$ cat src/rtl/ssd_pkg.sv
// Shared seven-segment definitions: active-low patterns {g,f,e,d,c,b,a}
// and the digit/segment types used by the encoder and the readback path.
package ssd_pkg;

    typedef logic [3:0] digit_t;
    typedef logic [6:0] seg_t;

    localparam seg_t SEG_0     = 7'b1000000;
    localparam seg_t SEG_1     = 7'b1111001;
    localparam seg_t SEG_2     = 7'b0100100;
    localparam seg_t SEG_3     = 7'b0110000;
    localparam seg_t SEG_4     = 7'b0011001;
    localparam seg_t SEG_5     = 7'b0010010;
    localparam seg_t SEG_6     = 7'b0000010;
    localparam seg_t SEG_7     = 7'b1111000;
    localparam seg_t SEG_8     = 7'b0000000;
    localparam seg_t SEG_9     = 7'b0010000;
    localparam seg_t SEG_BLANK = 7'b1111111;

endpackage

$ cat src/rtl/ssd_to_digit.sv
// Combinational segment-pattern to decimal-digit decoder.
// Ports: i_seg (active-low pattern), o_digit (0..9), o_legal (pattern is a digit).
module ssd_to_digit
    import ssd_pkg::*;
(
    input  seg_t   i_seg,
    output digit_t o_digit,
    output logic   o_legal
);

    always_comb begin
        o_digit = '0;
        o_legal = 1'b1;
        case (i_seg)
            SEG_0:   o_digit = 4'd0;
            SEG_1:   o_digit = 4'd1;
            SEG_2:   o_digit = 4'd2;
            SEG_3:   o_digit = 4'd3;
            SEG_4:   o_digit = 4'd4;
            SEG_5:   o_digit = 4'd5;
            SEG_6:   o_digit = 4'd6;
            SEG_7:   o_digit = 4'd7;
            SEG_8:   o_digit = 4'd8;
            SEG_9:   o_digit = 4'd9;
            default: o_legal = 1'b0;
        endcase
    end

endmodule

$ cat src/rtl/ssd_readback.sv
// Recovers the digits shown on a multiplexed active-low 7-segment bus.
// Ports: clk, rst (async high), an (anode select, active-low), seg (pattern),
// digits_out (4 bits per position), err_mask (undecodable positions),
// frame_valid (one-cycle pulse when a full frame is published).
module ssd_readback
    import ssd_pkg::*;
#(
    parameter int NUM_DIGITS    = 4,
    parameter int STABLE_CYCLES = 4
) (
    input  logic                    clk,
    input  logic                    rst,
    input  logic [NUM_DIGITS-1:0]   an,
    input  seg_t                    seg,
    output logic [4*NUM_DIGITS-1:0] digits_out,
    output logic [NUM_DIGITS-1:0]   err_mask,
    output logic                    frame_valid
);

    localparam int CW = $clog2(STABLE_CYCLES + 1);
    localparam logic [CW-1:0] CNT_MAX = CW'(STABLE_CYCLES);

    logic [NUM_DIGITS-1:0]   r_an_q;
    seg_t                    r_seg_q;
    logic [CW-1:0]           r_cnt;
    logic [NUM_DIGITS-1:0]   r_seen;
    logic [NUM_DIGITS-1:0]   r_bad;
    logic [4*NUM_DIGITS-1:0] r_stage;
    logic                    r_done;
    logic [4*NUM_DIGITS-1:0] r_digits;
    logic [NUM_DIGITS-1:0]   r_err;
    logic                    r_fv;

    logic [NUM_DIGITS-1:0]   w_sel;
    logic                    w_an_legal;
    logic                    w_same;
    logic [CW-1:0]           w_cnt_nx;
    logic                    w_capture;
    digit_t                  w_digit;
    logic                    w_seg_legal;
    logic [NUM_DIGITS-1:0]   w_seen_base;
    logic [NUM_DIGITS-1:0]   w_bad_base;
    logic [NUM_DIGITS-1:0]   w_seen_nx;
    logic [NUM_DIGITS-1:0]   w_bad_nx;
    logic [4*NUM_DIGITS-1:0] w_stage_nx;
    logic                    w_done_nx;

    ssd_to_digit u_dec (
        .i_seg   (seg),
        .o_digit (w_digit),
        .o_legal (w_seg_legal)
    );

    // Active-high select; legal when exactly one bit is set.
    always_comb begin
        w_sel      = ~an;
        w_an_legal = (w_sel != '0) &&
                     ((w_sel & (w_sel - NUM_DIGITS'(1))) == '0);
        w_same     = (an == r_an_q) && (seg == r_seg_q);
    end

    // Dwell counter saturates so a long dwell strobes only once.
    always_comb begin
        w_cnt_nx = '0;
        if (w_an_legal) begin
            if (!w_same)
                w_cnt_nx = CW'(1);
            else if (r_cnt == CNT_MAX)
                w_cnt_nx = CNT_MAX;
            else
                w_cnt_nx = r_cnt + CW'(1);
        end
        w_capture = (w_cnt_nx == CNT_MAX) && (r_cnt != CNT_MAX);
    end

    // The frame is published on the edge after completion; that same
    // edge starts the next frame from empty masks.
    always_comb begin
        w_seen_base = r_done ? '0 : r_seen;
        w_bad_base  = r_done ? '0 : r_bad;
        w_seen_nx   = w_seen_base;
        w_bad_nx    = w_bad_base;
        w_stage_nx  = r_stage;
        if (w_capture) begin
            w_seen_nx = w_seen_base | w_sel;
            if (w_seg_legal)
                w_bad_nx = w_bad_base & ~w_sel;
            else
                w_bad_nx = w_bad_base | w_sel;
            for (int i = 0; i < NUM_DIGITS; i++) begin
                if (w_sel[i] && w_seg_legal)
                    w_stage_nx[4*i +: 4] = w_digit;
            end
        end
        w_done_nx = w_capture && (&w_seen_nx);
    end

    always_ff @(posedge clk or posedge rst) begin
        if (rst) begin
            r_an_q   <= '1;
            r_seg_q  <= '1;
            r_cnt    <= '0;
            r_seen   <= '0;
            r_bad    <= '0;
            r_stage  <= '0;
            r_done   <= 1'b0;
            r_digits <= '0;
            r_err    <= '0;
            r_fv     <= 1'b0;
        end else begin
            r_an_q  <= an;
            r_seg_q <= seg;
            r_cnt   <= w_cnt_nx;
            r_seen  <= w_seen_nx;
            r_bad   <= w_bad_nx;
            r_stage <= w_stage_nx;
            r_done  <= w_done_nx;
            r_fv    <= r_done;
            if (r_done) begin
                r_digits <= r_stage;
                r_err    <= r_bad;
            end
        end
    end

    assign digits_out  = r_digits;
    assign err_mask    = r_err;
    assign frame_valid = r_fv;

endmodule

$ cat config.mk
export PLATFORM = sky130hd
export DESIGN_NAME = ssd_readback
export DESIGN_NICKNAME = d
export VERILOG_FILES = /design/src/rtl/ssd_pkg.sv /design/src/rtl/ssd_to_digit.sv /design/src/rtl/ssd_readback.sv
export SDC_FILE = /design/constraint.sdc
export NUM_CORES = 1
export LEC_CHECK = 0
export CAP_MARGIN = 20
export CORE_UTILIZATION = 46
export CTS_BUF_LIST = sky130_fd_sc_hd__clkbuf_2
export DETAILED_ROUTE_END_ITERATION = 7
export PLACE_DENSITY = 0.67
export SETUP_SLACK_MARGIN = 0.05
export SLEW_MARGIN = 20
export SYNTH_ARGS = -nofsm -noshare
export SYNTH_HDL_FRONTEND = slang
export SYNTH_HIERARCHICAL = 1
export SYNTH_SLANG_ARGS = --single-unit
$ cat constraint.sdc
create_clock -name clk -period 4.3 [get_ports clk]
set_input_delay 0.43 -clock clk [delete_from_list [all_inputs] [get_ports clk]]
set_output_delay 0.43 -clock clk [all_outputs]
set_load 0.02 [all_outputs]
Word-level counts from Yosys, hierarchy flattened

Cells that the tools add are included.

Register bits: 60
Bits in latches: 0
Bits in writable memories: 0
ROM bits: 0
Bits of input ports: 13
Output and inout port bits: 21
Logic and storage cells: 62
Memories: 0

Add/subtract/negate cells: 2
$mul: 0
Divide/modulo/power cells: 0
Order comparisons: 0
Eq/ne operators: 14
Shift operators: 0
Muxes and demuxes: 10
Bitwise gates (word level): 6
Reductions and logical operators: 17

Operator list:

| cell                | number |
|---|---|
| $pmux 4 s9          | 1 |
| $eq 7x5->1 const B  | 3 |
| $eq 7x7->1 const B  | 3 |
| $mux 4              | 5 |
| $eq 7x6->1 const B  | 2 |
| $reduce_or 10->1    | 1 |
| $mux 3              | 3 |
| $and 4x4->4         | 2 |
| $logic_and 1x1->1   | 8 |
| $not 4->4           | 2 |
| $or 4x4->4          | 2 |
| $reduce_and 2->1    | 4 |
| $eq 7x2->1 const B  | 1 |
| $eq 7x7->1          | 1 |
| $logic_not 7->1     | 1 |
| $eq 3x3->1 const B  | 2 |
| $eq 4x4->1          | 1 |
| $logic_not 4->1     | 1 |
| $reduce_and 4->1    | 1 |
| $reduce_bool 4->1   | 1 |
| $sub 4x1->4 const B | 1 |
| $add 3x1->3 const B | 1 |
| $ne 3x3->1 const B  | 1 |
| $mux 1              | 1 |

Longest topological paths before layout

Depth in word-level cells: 11
Depth in mapped cells: 8
Depth with buffers taken out: 7

Hierarchy

The synthesis kept the hierarchy.

By module, submodules not included:

| module       | times used | cells each | area each (um2) | sequential area each (um2) |
|---|---|---|---|---|
| ssd_readback | 1          | 168        | 2,534.9         | 1,515.2 |
| ssd_to_digit | 1          | 32         | 224.0           | 0.0 |

Worst setup path before layout

No wires, ideal clock.

Path type: input to register
Start point: in seg[2]
End point: reg r_stage[0]
Setup time: 0.128 ns
Data arrival time: 1.991 ns
Data required time: 4.172 ns
Slack: 2.181 ns
Stages: 7
Path buffers: 1
Cell sequence: buf_4 nor4bb_1 o21ai_0 nand3_1 inv_1 nor4_4 mux2_1

Elaborated cells between the ends (all ways): 21
Those cells by class: 11 x eq/ne; 4 x mux; 6 x reduce/logical

RTL lines:

| what                               | RTL line            | RTL |
|---|---|---|
| start: declaration                 | ssd_readback.sv:14  | `input seg_t seg,` |
| $eq 7x7->1 (tied with other cells) | ssd_to_digit.sv:14  | `case (i_seg)` |
| $reduce_or 10->1 (no line) *       | -                   |  |
| $mux 1 *                           | ssd_to_digit.sv:14  |  |
| named net w_seg_legal              | ssd_readback.sv:40  | `logic w_seg_legal;` |
| $logic_and 1x1->1 *                | ssd_readback.sv:91  | `if (w_sel[i] && w_seg_legal)` |
| $reduce_and 2->1 (no line) *       | -                   |  |
| end signal: assignment             | ssd_readback.sv:116 | `r_stage <= w_stage_nx;` |
| end: declaration                   | ssd_readback.sv:28  | `logic [4*NUM_DIGITS-1:0] r_stage;` |

The timed path passes the listed nets; every way through them passes the cells marked *.
A chain may end at the register's enable or synchronous reset.

Worst setup path after layout

Start point: reg r_cnt[0]
End point: reg r_stage[3]

Cells in the longest elaborated chain, start to end: 7
Elaborated cells between the ends (all ways): 9
Those cells by class: 1 x add/sub; 3 x eq/ne; 3 x mux; 2 x reduce/logical

Ends and longest elaborated chain:

| what                                      | RTL line                               | RTL |
|---|---|---|
| start: declaration                        | ssd_readback.sv:25                     | `logic [CW-1:0] r_cnt;` |
| start signal: assignment                  | ssd_readback.sv:113                    | `r_cnt <= w_cnt_nx;` |
| $add 3x1->3 or $eq 3x3->1 (tied branches) | ssd_readback.sv:71, ssd_readback.sv:68 |  |
| $mux 3                                    | ssd_readback.sv:68                     | `else if (r_cnt == CNT_MAX)` |
| $mux 3                                    | ssd_readback.sv:66                     | `if (!w_same)` |
| $mux 3                                    | ssd_readback.sv:65                     | `if (w_an_legal) begin` |
| $eq 3x3->1                                | ssd_readback.sv:73                     | `w_capture = (w_cnt_nx == CNT_MAX) && (r_cnt != CNT_MAX);` |
| $logic_and 1x1->1 *                       | ssd_readback.sv:73                     |  |
| $reduce_and 2->1 (no line) *              | -                                      |  |

Mark *: on every way between the ends. The rest lies on a longest branch, timed or not.

==> impl_metrics.py <==
metrics = {
    "final_layout": {
        "diodes": 0,
        "area_delta_synth_final_pct": 16.6,
        "drive_above_1_share_pct": 25.7,
        "nets": 251,
        "postLayoutCellArea_um2": 3220,
    },
    "die": {
        "start_util_pct": 48.9,
        "ios": 34,
        "fp.dieW_um": 79.4,
        "rows": 27,
        "core_area_um2": 5640,
        "die_area_um2": 6310,
        "fp.dieH_um": 79.4,
    },
    "synth": {
        "synthCells": 200,
        "synth_top_area_cell": "dfrtp_1",
        "ys_ff_latch": 60,
        "synth.area.top_cells": "dfrtp_1, dfstp_2, mux2_2",
        "synth_top_family_by_area": "multiplexers",
        "synth.cell_area_um2": 2760,
        "synth_common_cells": "dfrtp_1, mux2_2, mux2_1",
        "synthAdderAreaFrac_pct": 0.907,
        "yosysUniqueCellTypes": 41,
        "synth-simple-area-share_pct": 15.9,
        "ys.flop_type": "dfrtp_1",
        "muxShareOfSynthArea_pct": 16.9,
        "synth-compound-area-share_pct": 4.08,
        "synth_top_cell_area_share_pct": 44.4,
        "async_flop_share_pct": 100,
        "synth_seq_area_share_pct": 54.9,
        "ys_warn_count": 6,
        "synth_most_common_cell": "dfrtp_1",
        "synth_xor_area_share_pct": 4.13,
        "syn_area_per_cell_um2": 13.8,
        "synth_edf_count": 0,
        "syn_nets": 215,
    },
    "min_path": {
        "hp-class": "input pin to asynchronous set/reset pin",
    },
    "route": {
        "wirelength_um": 4790,
        "wl_per_cell_um": 15.3,
        "drtIter0Drc": 56,
        "num_vias": 1648,
        "vias_per_cell": 5.27,
        "drc": 0,
        "drtPass1Iterations": 4,
        "antenna_left": 0,
    },
    "grt": {
        "first_global_vias": 1771,
        "grt_pass1_wl_um": 8420,
        "antenna_found_initial": 0,
        "grt_overflow_total": 0,
        "grt_start_max_net_pins": 40,
        "grt_usage_pct": 18.0,
    },
    "worst_setup_path": {
        "worstSetupStartpointType": "flip-flop",
        "slowest_delay_ps": 570,
        "end_kind": "flip-flop",
        "worstPathRequired_ps": 4680,
        "cpMaxStageDelayCell": "nor4_4",
        "worstPathMaxFanout": 12,
        "critPathArrivalTime_ps": 2900,
        "crit_type": "flip-flop to flip-flop",
        "cp_cell_sequence": "inv_1 > ha_1 > nand2b_1 > mux2i_1 > nand3_1 > nor4_4 > mux2_1",
    },
    "sta": {
        "finalCritPeriodShare_pct": 58.7,
        "fin_crit_ps": 2520,
        "slew_headroom_pct": 29.7,
        "max_slew.worst_pin.slew_ps": 1050,
        "clock_skew_ps": 32.0,
        "maxSlewViolCount": 0,
        "setup_viol": 0,
        "rsz0062_at_grt": "false",
        "fin_tns_setup_ps": 0,
        "hold_viol_final": 0,
        "max_freq_ghz": 0.396,
    },
    "clock_network": {
        "cts_hold_buf": 0,
        "cts_max_path_buffers": 2,
        "cts_setup_buffers": 0,
        "cts_tree": "built",
        "cts_resized": 0,
        "htreeDepth": 3,
        "clock-root-buffer": "clkbuf_2",
        "numCtsBuffers": 9,
        "worst_skew_pair.late_latency_ps": 490,
        "clkTransAtPathRegs_ps": 170,
        "clock_sinks": 60,
    },
    "placement": {
        "place.port_buffers": 33,
        "place_congestion": 0.774,
        "dpl-instance-area_um2": 3120,
        "post-dp-hpwl_um": 3340,
    },
    "flow_run": {
        "maxCapViolCount": 0,
    },
    "pwr": {
        "power-per-cell-area_nw_per_um2": 294,
        "leakagePower_nw": 1.46,
        "ir_worst_vdd_uv": 191,
    },
    "status": {
        "run_status": "completed",
    },
}
logic make-up (layout without fill, tap and decap cells):
logic type,count (synthesis),in the layout
XOR/XNOR,13,13
buffers and inverters,15,56
flip-flops,60,60
AND/OR/NAND/NOR,52,52
multiplexers,42,42
AO/OA/AOI/OAI,16,16
adder cells (fa/ha/maj),2,2
per-layer routing:
metal | vias to the layer above | track usage [%] | wire, um
met3 | 7 | 7.43 | 215
met5 | - | 0 | 0
met4 | 0 | 5.82 | 76
met2 | 35 | 28.4 | 2300
met1 | 816 | 22.4 | 2210
li1 | 790 | - | -
layout by cell type (no fill, tap or decap), types with 3 or more instances in the layout:
cell,n
nand3_1,5
nand2_1,3
clkbuf_2,9
xor2_1,11
mux2i_1,6
nor2_1,4
dfstp_2,11
clkdlybuf4s50_1,33
dfrtp_1,49
o31ai_1,4
mux2_2,20
nor3_1,8
nor4_4,6
mux2_1,16
inv_1,5
nand2b_1,9
path summary, 6_finish.rpt:
kind | startpoint | endpoint | slack [ps] | depth (start not counted)
max | r_cnt[0]$_DFF_PP0_ | r_stage[3]$_DFFE_PP0P_ | 1780 | 7
min | rst | digits_out[9]$_DFFE_PP0P_ | 250 | 2
max reg2reg | r_cnt[0]$_DFF_PP0_ | r_stage[3]$_DFFE_PP0P_ | 1780 | 7
min reg2reg | r_stage[5]$_DFFE_PP0P_ | r_stage[5]$_DFFE_PP0P_ | 510 | 1
max in group asynchronous | rst | r_seg_q[6]$_DFF_PP1_ | 3180 | 3
min in group clk | r_stage[5]$_DFFE_PP0P_ | r_stage[5]$_DFFE_PP0P_ | 510 | 1
power breakdown:
group	internal [mW]	switching (mW)	total [mW]
sequential	0.575	0.00333	0.579
clock	0.0791	0.218	0.297
combinational	0.0263	0.0456	0.0719
total	0.681	0.267	0.947
registers in the layout, summed over array words and instances (netlist names), 3 cells and up:
register	cells
digits_out	16
err_mask	4
r_bad	4
r_an_q	4
r_seen	4
r_cnt	3
r_seg_q	7
r_stage	16
critical path: cells and delay by family (launching register included):
family                   cells  cell delay, ps
adder cells (fa/ha/maj)      1             220
AND/OR/NAND/NOR              3            1230
buffers and inverters        1              60
flip-flops                   1             430
multiplexers                 2             500
area by class of cell:
type                    instances  area [um2]
repair buffers                 34         338
well taps                      72        90.1
multi-input cells             125        1160
clock inverters                 7        51.3
inverters                       6        22.5
clock buffers                   9        45.0
fillers                       473        2420
flip-flops and latches         60        1520
through the flow:
stage | cells | util, % | setup slack (ps) | hold slack, ps | total power, mW
floorplan | 200 | - | 2180 | 352 | 0.636
global placement | 297 | 55.3 | 1380 | 464 | 0.661
detailed placement | 297 | 55.3 | 1330 | 473 | 0.662
CTS | 313 | 57.0 | 1740 | 224 | 0.967
global route | 313 | 57.0 | 1580 | 233 | 0.996
finish | 313 | 57.0 | 1780 | 252 | 0.947
Power figures use the tool's default switching activity.
